--- src/rtl/clock_divider_prog_if.sv ---
// rtl/clock_divider_prog_if.sv - control and output bundle of the programmable clock divider
interface clock_divider_prog_if #(
  parameter int W    = 8,
  parameter int TAPS = 4
);
  logic            en;
  logic [W-1:0]    div_val;
  logic            div_load;
  logic            clk_div;
  logic            tick;
  logic [TAPS-1:0] div_taps;
  logic [W-1:0]    cur_div;
  logic            load_pending;

  modport master (
    output en, div_val, div_load,
    input  clk_div, tick, div_taps, cur_div, load_pending
  );

  modport slave (
    input  en, div_val, div_load,
    output clk_div, tick, div_taps, cur_div, load_pending
  );
endinterface

--- src/rtl/clock_divider_prog.sv ---
// rtl/clock_divider_prog.sv - binary tap divider plus runtime-programmable integer-N divider
module clock_divider_prog #(
  parameter int W         = 8,
  parameter int TAPS      = 4,
  parameter int DIV_RESET = 2
) (
  input logic                 i_clk,
  input logic                 i_rst,
  clock_divider_prog_if.slave bus
);

  localparam logic [W-1:0] DIV_RST = W'(DIV_RESET);

  function automatic logic [W-1:0] clamp2(input logic [W-1:0] v);
    return (v < W'(2)) ? W'(2) : v;
  endfunction

  logic [W-1:0]    r_pcnt;
  logic [TAPS-1:0] r_tap;
  logic [W-1:0]    r_cur;
  logic [W-1:0]    r_pend;
  logic            r_pend_v;
  logic            r_clk_div;
  logic            r_tick;

  logic [W-1:0]    w_load_val;
  logic            w_last;
  logic            w_apply;
  logic [W-1:0]    w_cur_next;
  logic [W-1:0]    w_pcnt_next;
  logic [W:0]      w_half;
  logic            w_clk_next;

  assign w_load_val  = clamp2(bus.div_val);
  assign w_last      = (r_pcnt == r_cur - W'(1));
  // A same-cycle strobe at the boundary takes priority over the stored value.
  assign w_apply     = bus.en & w_last & (bus.div_load | r_pend_v);
  assign w_cur_next  = w_apply ? (bus.div_load ? w_load_val : r_pend) : r_cur;
  assign w_pcnt_next = bus.en ? (w_last ? '0 : r_pcnt + W'(1)) : r_pcnt;
  // One extra bit so the half-period of the largest ratio does not overflow.
  assign w_half      = ({1'b0, w_cur_next} + (W+1)'(1)) >> 1;
  assign w_clk_next  = ({1'b0, w_pcnt_next} < w_half);

  always_ff @(posedge i_clk) begin
    if (i_rst) begin
      r_pcnt    <= DIV_RST - W'(1);
      r_tap     <= '0;
      r_cur     <= DIV_RST;
      r_pend    <= DIV_RST;
      r_pend_v  <= 1'b0;
      r_clk_div <= 1'b0;
      r_tick    <= 1'b0;
    end else begin
      r_tick <= bus.en & (w_pcnt_next == '0);
      if (bus.en) begin
        r_pcnt    <= w_pcnt_next;
        r_tap     <= r_tap + TAPS'(1);
        r_cur     <= w_cur_next;
        r_clk_div <= w_clk_next;
      end
      if (w_apply) begin
        r_pend_v <= 1'b0;
      end else if (bus.div_load) begin
        r_pend   <= w_load_val;
        r_pend_v <= 1'b1;
      end
    end
  end

  assign bus.clk_div      = r_clk_div;
  assign bus.tick         = r_tick;
  assign bus.div_taps     = r_tap;
  assign bus.cur_div      = r_cur;
  assign bus.load_pending = r_pend_v;

endmodule

--- src/flat_wrapper.sv ---
// flat-port wrapper written by rule: the top's interface ports become plain ports
module clock_divider_prog_flat 
#(
  parameter int W         = 8,
  parameter int TAPS      = 4,
  parameter int DIV_RESET = 2
)
  (i_clk, i_rst, bus_en, bus_div_val, bus_div_load, bus_clk_div, bus_tick, bus_div_taps, bus_cur_div, bus_load_pending);
  clock_divider_prog_if #(.W(W), .TAPS(TAPS)) bus_i ();
  input logic i_clk;
  input logic i_rst;
  input wire logic [$bits(bus_i.en)-1:0] bus_en;
  input wire logic [$bits(bus_i.div_val)-1:0] bus_div_val;
  input wire logic [$bits(bus_i.div_load)-1:0] bus_div_load;
  output wire logic [$bits(bus_i.clk_div)-1:0] bus_clk_div;
  output wire logic [$bits(bus_i.tick)-1:0] bus_tick;
  output wire logic [$bits(bus_i.div_taps)-1:0] bus_div_taps;
  output wire logic [$bits(bus_i.cur_div)-1:0] bus_cur_div;
  output wire logic [$bits(bus_i.load_pending)-1:0] bus_load_pending;
  assign bus_i.en = bus_en;
  assign bus_i.div_val = bus_div_val;
  assign bus_i.div_load = bus_div_load;
  assign bus_clk_div = bus_i.clk_div;
  assign bus_tick = bus_i.tick;
  assign bus_div_taps = bus_i.div_taps;
  assign bus_cur_div = bus_i.cur_div;
  assign bus_load_pending = bus_i.load_pending;
  clock_divider_prog #(.W(W), .TAPS(TAPS), .DIV_RESET(DIV_RESET)) u_core (.i_clk(i_clk), .i_rst(i_rst), .bus(bus_i));
endmodule
--- config.mk ---
export PLATFORM = sky130hd
export DESIGN_NAME = clock_divider_prog_flat
export DESIGN_NICKNAME = d
export VERILOG_FILES = /design/src/rtl/clock_divider_prog_if.sv /design/src/rtl/clock_divider_prog.sv /design/src/flat_wrapper.sv
export SDC_FILE = /design/constraint.sdc
export NUM_CORES = 1
export LEC_CHECK = 0
export BUFFER_PORTS_ARGS = -buffer_cell sky130_fd_sc_hd__buf_2
export CAP_MARGIN = 10
export CORE_ASPECT_RATIO = 0.7
export CORE_MARGIN = 3
export CORE_UTILIZATION = 58
export CTS_CLUSTER_SIZE = 28
export DETAILED_ROUTE_END_ITERATION = 8
export PLACE_DENSITY = 0.8
export RECOVER_POWER = 50
export SETUP_SLACK_MARGIN = 0.2
export SLEW_MARGIN = 30
export SYNTH_ARGS = -nofsm -noshare
export SYNTH_HDL_FRONTEND = slang
export SYNTH_SLANG_ARGS = --single-unit
export TNS_END_PERCENT = 50
--- constraint.sdc ---
create_clock -name i_clk -period 5.55 [get_ports i_clk]
set_input_delay 0 -clock i_clk [delete_from_list [all_inputs] [get_ports i_clk]]
set_output_delay 0 -clock i_clk [all_outputs]
set_load 0.02 [all_outputs]
* After elaboration in Yosys (flattened, before gate mapping)
Index checks and enable logic that the tools add are counted.
** Word-level totals
- Bits in latches :: 0
- Logic and storage cells :: 25
- Memory bits (writable) :: 0
- Memories :: 0
- Register bits :: 31
- Bits of input ports :: 12
- Bits in read-only memories :: 0
** Operators by class
- Multipliers :: 0
- $lt $le $gt $ge :: 2
- Add/subtract/negate cells :: 4
- Equality and inequality tests :: 1
- Divide/modulo/power cells :: 0
- Mux-type cells :: 5
- Reductions and logical operators :: 2
- Shift-type cells :: 0
- Bitwise operators :: 4
** Operators by type and width (number)
- 8-bit 2-to-1 mux :: 5
- 8-bit by 1-bit adder with 9-bit output (second input constant) :: 1
- 8-bit by 1-bit adder with 8-bit output (second input constant) :: 1
- 8-bit equality test :: 1
- 8-bit zero test :: 1
- 8-bit by 2-bit less-than comparator with 1-bit output (second input constant) :: 1
- 8-bit less-than comparator :: 1
- 8-bit by 1-bit subtractor with 8-bit output (second input constant) :: 1
- 4-bit by 1-bit adder with 4-bit output (second input constant) :: 1
- 1-bit bitwise AND :: 3
- 2-bit OR reduction :: 1
- 1-bit OR :: 1

* Depth between registers and ports, before layout
- Word-level depth :: 7
- Depth in mapped cells :: 20

* Worst setup path before layout
OpenSTA, ideal clock, no wires.
- Path kind :: reg2reg
- From :: register u_core.r_cur[0] (netlist: u_core.bus.cur_div[0])
- To :: register u_core.r_clk_div (netlist: u_core.bus.clk_div)
- Arrival :: 3.947 ns
- Cell stages (with the launch flop) :: 21
- Setup slack :: 1.546 ns
- Buffers on the path :: 2
- Setup time :: 0.058 ns
- Path through :: dfxtp_1 clkbuf_1 inv_1 ha_1 xor2_1 o211ai_1 a211oi_1 and4_4 buf_12 mux2i_1 ha_1 nand2_1 a21oi_1 xnor2_1 a21oi_1 ha_1 nand3_1 o22ai_1 or3_1 a21oi_1 o21a_1
** On the way
- Longest elaborated chain between the ends :: 7
- Elaborated cells on any way between the ends :: 9
- Those cells by class :: 2 x add/sub; 1 x order compare; 1 x eq/ne; 3 x mux; 2 x bitwise
** Ends and longest elaborated chain
- start: declaration :: RTL line clock_divider_prog.sv:20 : logic [W-1:0] r_cur;
- start signal: assignment :: RTL line clock_divider_prog.sv:58 : r_cur <= w_cur_next;
- 8-bit by 1-bit subtractor with 8-bit output :: RTL line clock_divider_prog.sv:35 : assign w_last = (r_pcnt == r_cur - W'(1));
- 8-bit equality test :: RTL line clock_divider_prog.sv:35
- 1-bit bitwise AND (2 in a row) :: RTL line clock_divider_prog.sv:37 : assign w_apply = bus.en & w_last & (bus.div_load | r_pend_v);
- 8-bit 2-to-1 mux * :: RTL line clock_divider_prog.sv:38 : assign w_cur_next = w_apply ? (bus.div_load ? w_load_val : r_pend) : r_cur;
- net u_core.w_cur_next[0] :: RTL line clock_divider_prog.sv:29 : logic [W-1:0] w_cur_next;
- 8-bit by 1-bit adder with 9-bit output * :: RTL line clock_divider_prog.sv:41 : assign w_half = ({1'b0, w_cur_next} + (W+1)'(1)) >> 1;
- 8-bit less-than comparator * :: RTL line clock_divider_prog.sv:42 : assign w_clk_next = ({1'b0, w_pcnt_next} < w_half);
- end signal: assignment :: RTL line clock_divider_prog.sv:59 : r_clk_div <= w_clk_next;
- end: declaration :: RTL line clock_divider_prog.sv:23 : logic r_clk_div;
Mark *: on every way through the listed nets, which the timed path passes. The rest lies on a longest branch.
A chain may end at the register's enable or synchronous reset.

* Worst setup path after layout
- From :: register u_core.r_cur[0] (netlist: u_core.bus.cur_div[0])
- To :: register u_core.r_clk_div (netlist: u_core.bus.clk_div)
** On the way
- Longest elaborated chain between the ends :: 7
- Elaborated cells on any way between the ends :: 9
- Those cells by class :: 2 x add/sub; 1 x order compare; 1 x eq/ne; 3 x mux; 2 x bitwise
** Ends and longest elaborated chain (RTL line)
- 8-bit by 1-bit subtractor with 8-bit output :: clock_divider_prog.sv:35
- 8-bit equality test :: clock_divider_prog.sv:35
- 1-bit bitwise AND (2 in a row) :: clock_divider_prog.sv:37
- 8-bit 2-to-1 mux :: clock_divider_prog.sv:38
- net u_core.w_cur_next[1] :: clock_divider_prog.sv:29
- 8-bit by 1-bit adder with 9-bit output :: clock_divider_prog.sv:41
- 8-bit less-than comparator :: clock_divider_prog.sv:42
The timed path passes the listed nets, and every way through them passes these cells.

==> flow_summary_export.csv <==
group,metric,value,unit
run_status,status,"finished clean",
layout,synthToLayoutAreaGrowth,9.23,%
routing,firstDrtPassIters,4,
flow_run,drv_cap,0,
floorplan,row_count,18,
cts,cts_buffers,5,
cts,hold_buffers,5,
synthesis,synth_fa_ha_area_frac,0.0623,
cts,cts_sinks,31,
timing,setup_slack,1060,ps
synthesis,synth_top_cell_by_area,"dfxtp_1",
floorplan,ios,27,
critical_path,cp_max_fo,29,
critical_path,crit_required,5790,ps
synthesis,yosysUniqueCellTypes,43,
synthesis,synth_compound_area_frac,0.144,
critical_path,crit_arrival,4720,ps
timing,worst_pin_slew,747,ps
synthesis,synth.net_count,299,
synthesis,yosys_most_used_dff,"dfxtp_1",
global_routing,track_usage,0.240,
global_routing,grt_pass1_vias,1792,
synthesis,synth_area_leaders,"dfxtp_1 28%, mux2i_1 7.2%, xor2_1 6.3%",
routing,drt-wirelength-per-cell,14.7,um
cts,cts_tree,"yes",
cts,clockBufferDepth,2,
timing,rsz0062_at_grt,"no",
critical_path,path_class,"flop to flop",
global_routing,gr-total-overflow,0,
cts,postCtsResizedCells,0,
timing,hold_violations,0,
power,ir_worst_vdd,0.294,mV
synthesis,synthArstFlopShare,0,
place,numPortBuffers,26,
routing,route.antenna.remaining_nets,0,
floorplan,initial_core_util,0.617,
timing,setup_viol,0,
timing,max_slew_margin,0.497,
synthesis,yosysWarnings,0,
critical_path,crit_path_start_kind,"flop",
cts,clk_latency,290,ps
power,p_per_area,476,nW/um^2
place,place.gp.congestion,0.902,
synthesis,muxShareOfSynthArea,0.0827,
power,leakagePower,0.00102,uW
routing,drc,0,
timing,holdWs,8.90,ps
floorplan,die_w,79.8,um
global_routing,grt_pass1_wl,8540,um
synthesis,synth_area,2210,um^2
layout,final_nets,321,
cts,cts_root_buffer,"clkbuf_8",
synthesis,ys_ff_latch,31,
floorplan,core,3580,um^2
critical_path,cp-end-kind,"flop",
synthesis,synth_top_family_by_area,"simple AND/OR/NAND/NOR gates",
timing,timing.fmax,0.223,GHz
floorplan,fp.dieH,57.6,um
layout,drive_gt1_frac,0.0903,
routing,via_per_inst,5.83,
synthesis,synth_edf_count,0,
floorplan,die-area,4600,um^2
timing,fin_skew,5.30,ps
min_path,hold_path.class,"input pin to flop",
timing,post-route-period-util,0.808,
synthesis,syn_area_per_cell,8.01,um^2
place,dpl.hpwl,3810,um
synthesis,synth_xor_area_frac,0.103,
place,pre_cts_slack,1190,ps
timing,fin_crit,4490,ps
cts,path_clk_slew,70,ps
synthesis,ys_seq_area_frac,0.281,
cts,h-tree-depth,2,
global_routing,antenna_found_initial,0,
routing,via_count,2033,
layout,diodes,0,
routing,routed_wirelength,5120,um
cts,cts_setup_buffers,0,
routing,first_iter_violations,165,
synthesis,yosys.area_share.simple,0.260,
synthesis,netlist.area_leader.share,0.281,
timing,finalMaxSlewViolations,0,
synthesis,syn-instance-count,276,
timing,setup_tns,0,ps
global_routing,grt_max_degree,30,
==> cell usage in the layout (no fill, tap or decap), types with 6 or more instances in the layout <==
master,n
a211oi_1,7
a21oi_1,9
and3_1,6
buf_2,11
clkbuf_1,16
dfxtp_1,31
ha_1,11
inv_1,11
mux2i_1,16
nand2_1,24
nand3_1,15
nor2_1,35
o21ai_0,6
xnor2_1,10
xor2_1,16
==> final cells by class <==
cell class	instances	area, um^2
repair buffers	31	161
well taps	50	62.6
clock buffers	6	72.6
flip-flops and latches	31	621
inverters	11	41.3
fillers	327	1170
multi-input cells	218	1440
clock inverters	2	12.5
==> report_power, final <==
| part | internal, uW | switching (uW) | leakage [uW] |
|---|---|---|---|
| logic | 258 | 360 | 0.000730 |
| registers | 276 | 78.9 | 0.000254 |
| clock network | 87.6 | 90.4 | 0.0000412 |
| total | 621 | 529 | 0.00102 |
==> layer usage <==
layer / GRT usage / wire, um / vias to the layer above
met5: 0 / 0 / -
met3: 0.0637 / 450 / 9
met4: 0.0747 / 81 / 0
li1: - / - / 1018
met2: 0.342 / 2100 / 88
met1: 0.353 / 2490 / 918
==> cell usage after synthesis, drive strengths merged (5+ instances only) <==
master	instances
a211oi	8
a21oi	9
and3	6
buf	5
clkbuf	11
dfxtp	31
ha	11
inv	11
mux2i	16
nand2	24
nand2b	5
nand3	15
nor2	37
nor3	5
o211ai	5
o21a	5
o21ai	6
xnor2	10
xor2	16
==> final timing paths <==
check | start | to | slack, ps | cells after the start
setup / recovery | u_core.bus.cur_div[0] | u_core.bus.clk_div | 1060 | 18
hold / removal | bus_div_val[3] | u_core.r_pend[3] | 9 | 3
setup reg to reg | u_core.bus.cur_div[0] | u_core.bus.clk_div | 1060 | 18
hold reg to reg | u_core.r_pend[6] | u_core.r_pend[6] | 470 | 2
==> cells by family after synthesis <==
group | after synthesis
muxes | 18
xor gates and xnor gates | 26
buffers and inverters | 27
DFF | 31
AOI/OAI and AO/OA | 46
adders and majority gates | 11
and+or+nand+nor | 117
==> registers in the layout (all words and copies together) (netlist names) <==
name	cells
u_core.bus.cur_div	8
u_core.r_pcnt	8
u_core.bus.tick	1
u_core.bus.load_pending	1
u_core.r_pend	8
u_core.bus.div_taps	4
u_core.bus.clk_div	1
==> worst max-delay path: stages (launching register included) <==
cell and delay, ps:
dfxtp_1 470, inv_1 110, ha_1 320, xor2_1 140
o211ai_1 100, a211oi_1 440, and4_4 540, mux2i_1 310
ha_1 320, nand2_1 140, a21oi_1 250, xnor2_1 160
a21oi_1 90, ha_1 280, nand3_1 110, o22ai_1 80
or3_1 300, a21oi_1 140, o21a_1 120
==> metrics by stage <==
step | cells | cell area (um^2) | total power, uW | utilization
after floorplan | 276 | 2210 | 872 | -
after global placement | 336 | 2300 | 960 | 0.642
after detailed placement | 336 | 2300 | 967 | 0.642
after CTS | 349 | 2430 | 1150 | 0.679
after global routing | 349 | 2410 | 1250 | 0.674
final | 349 | 2410 | 1150 | 0.674
Note: power is estimated with default switching activity, not from simulation.
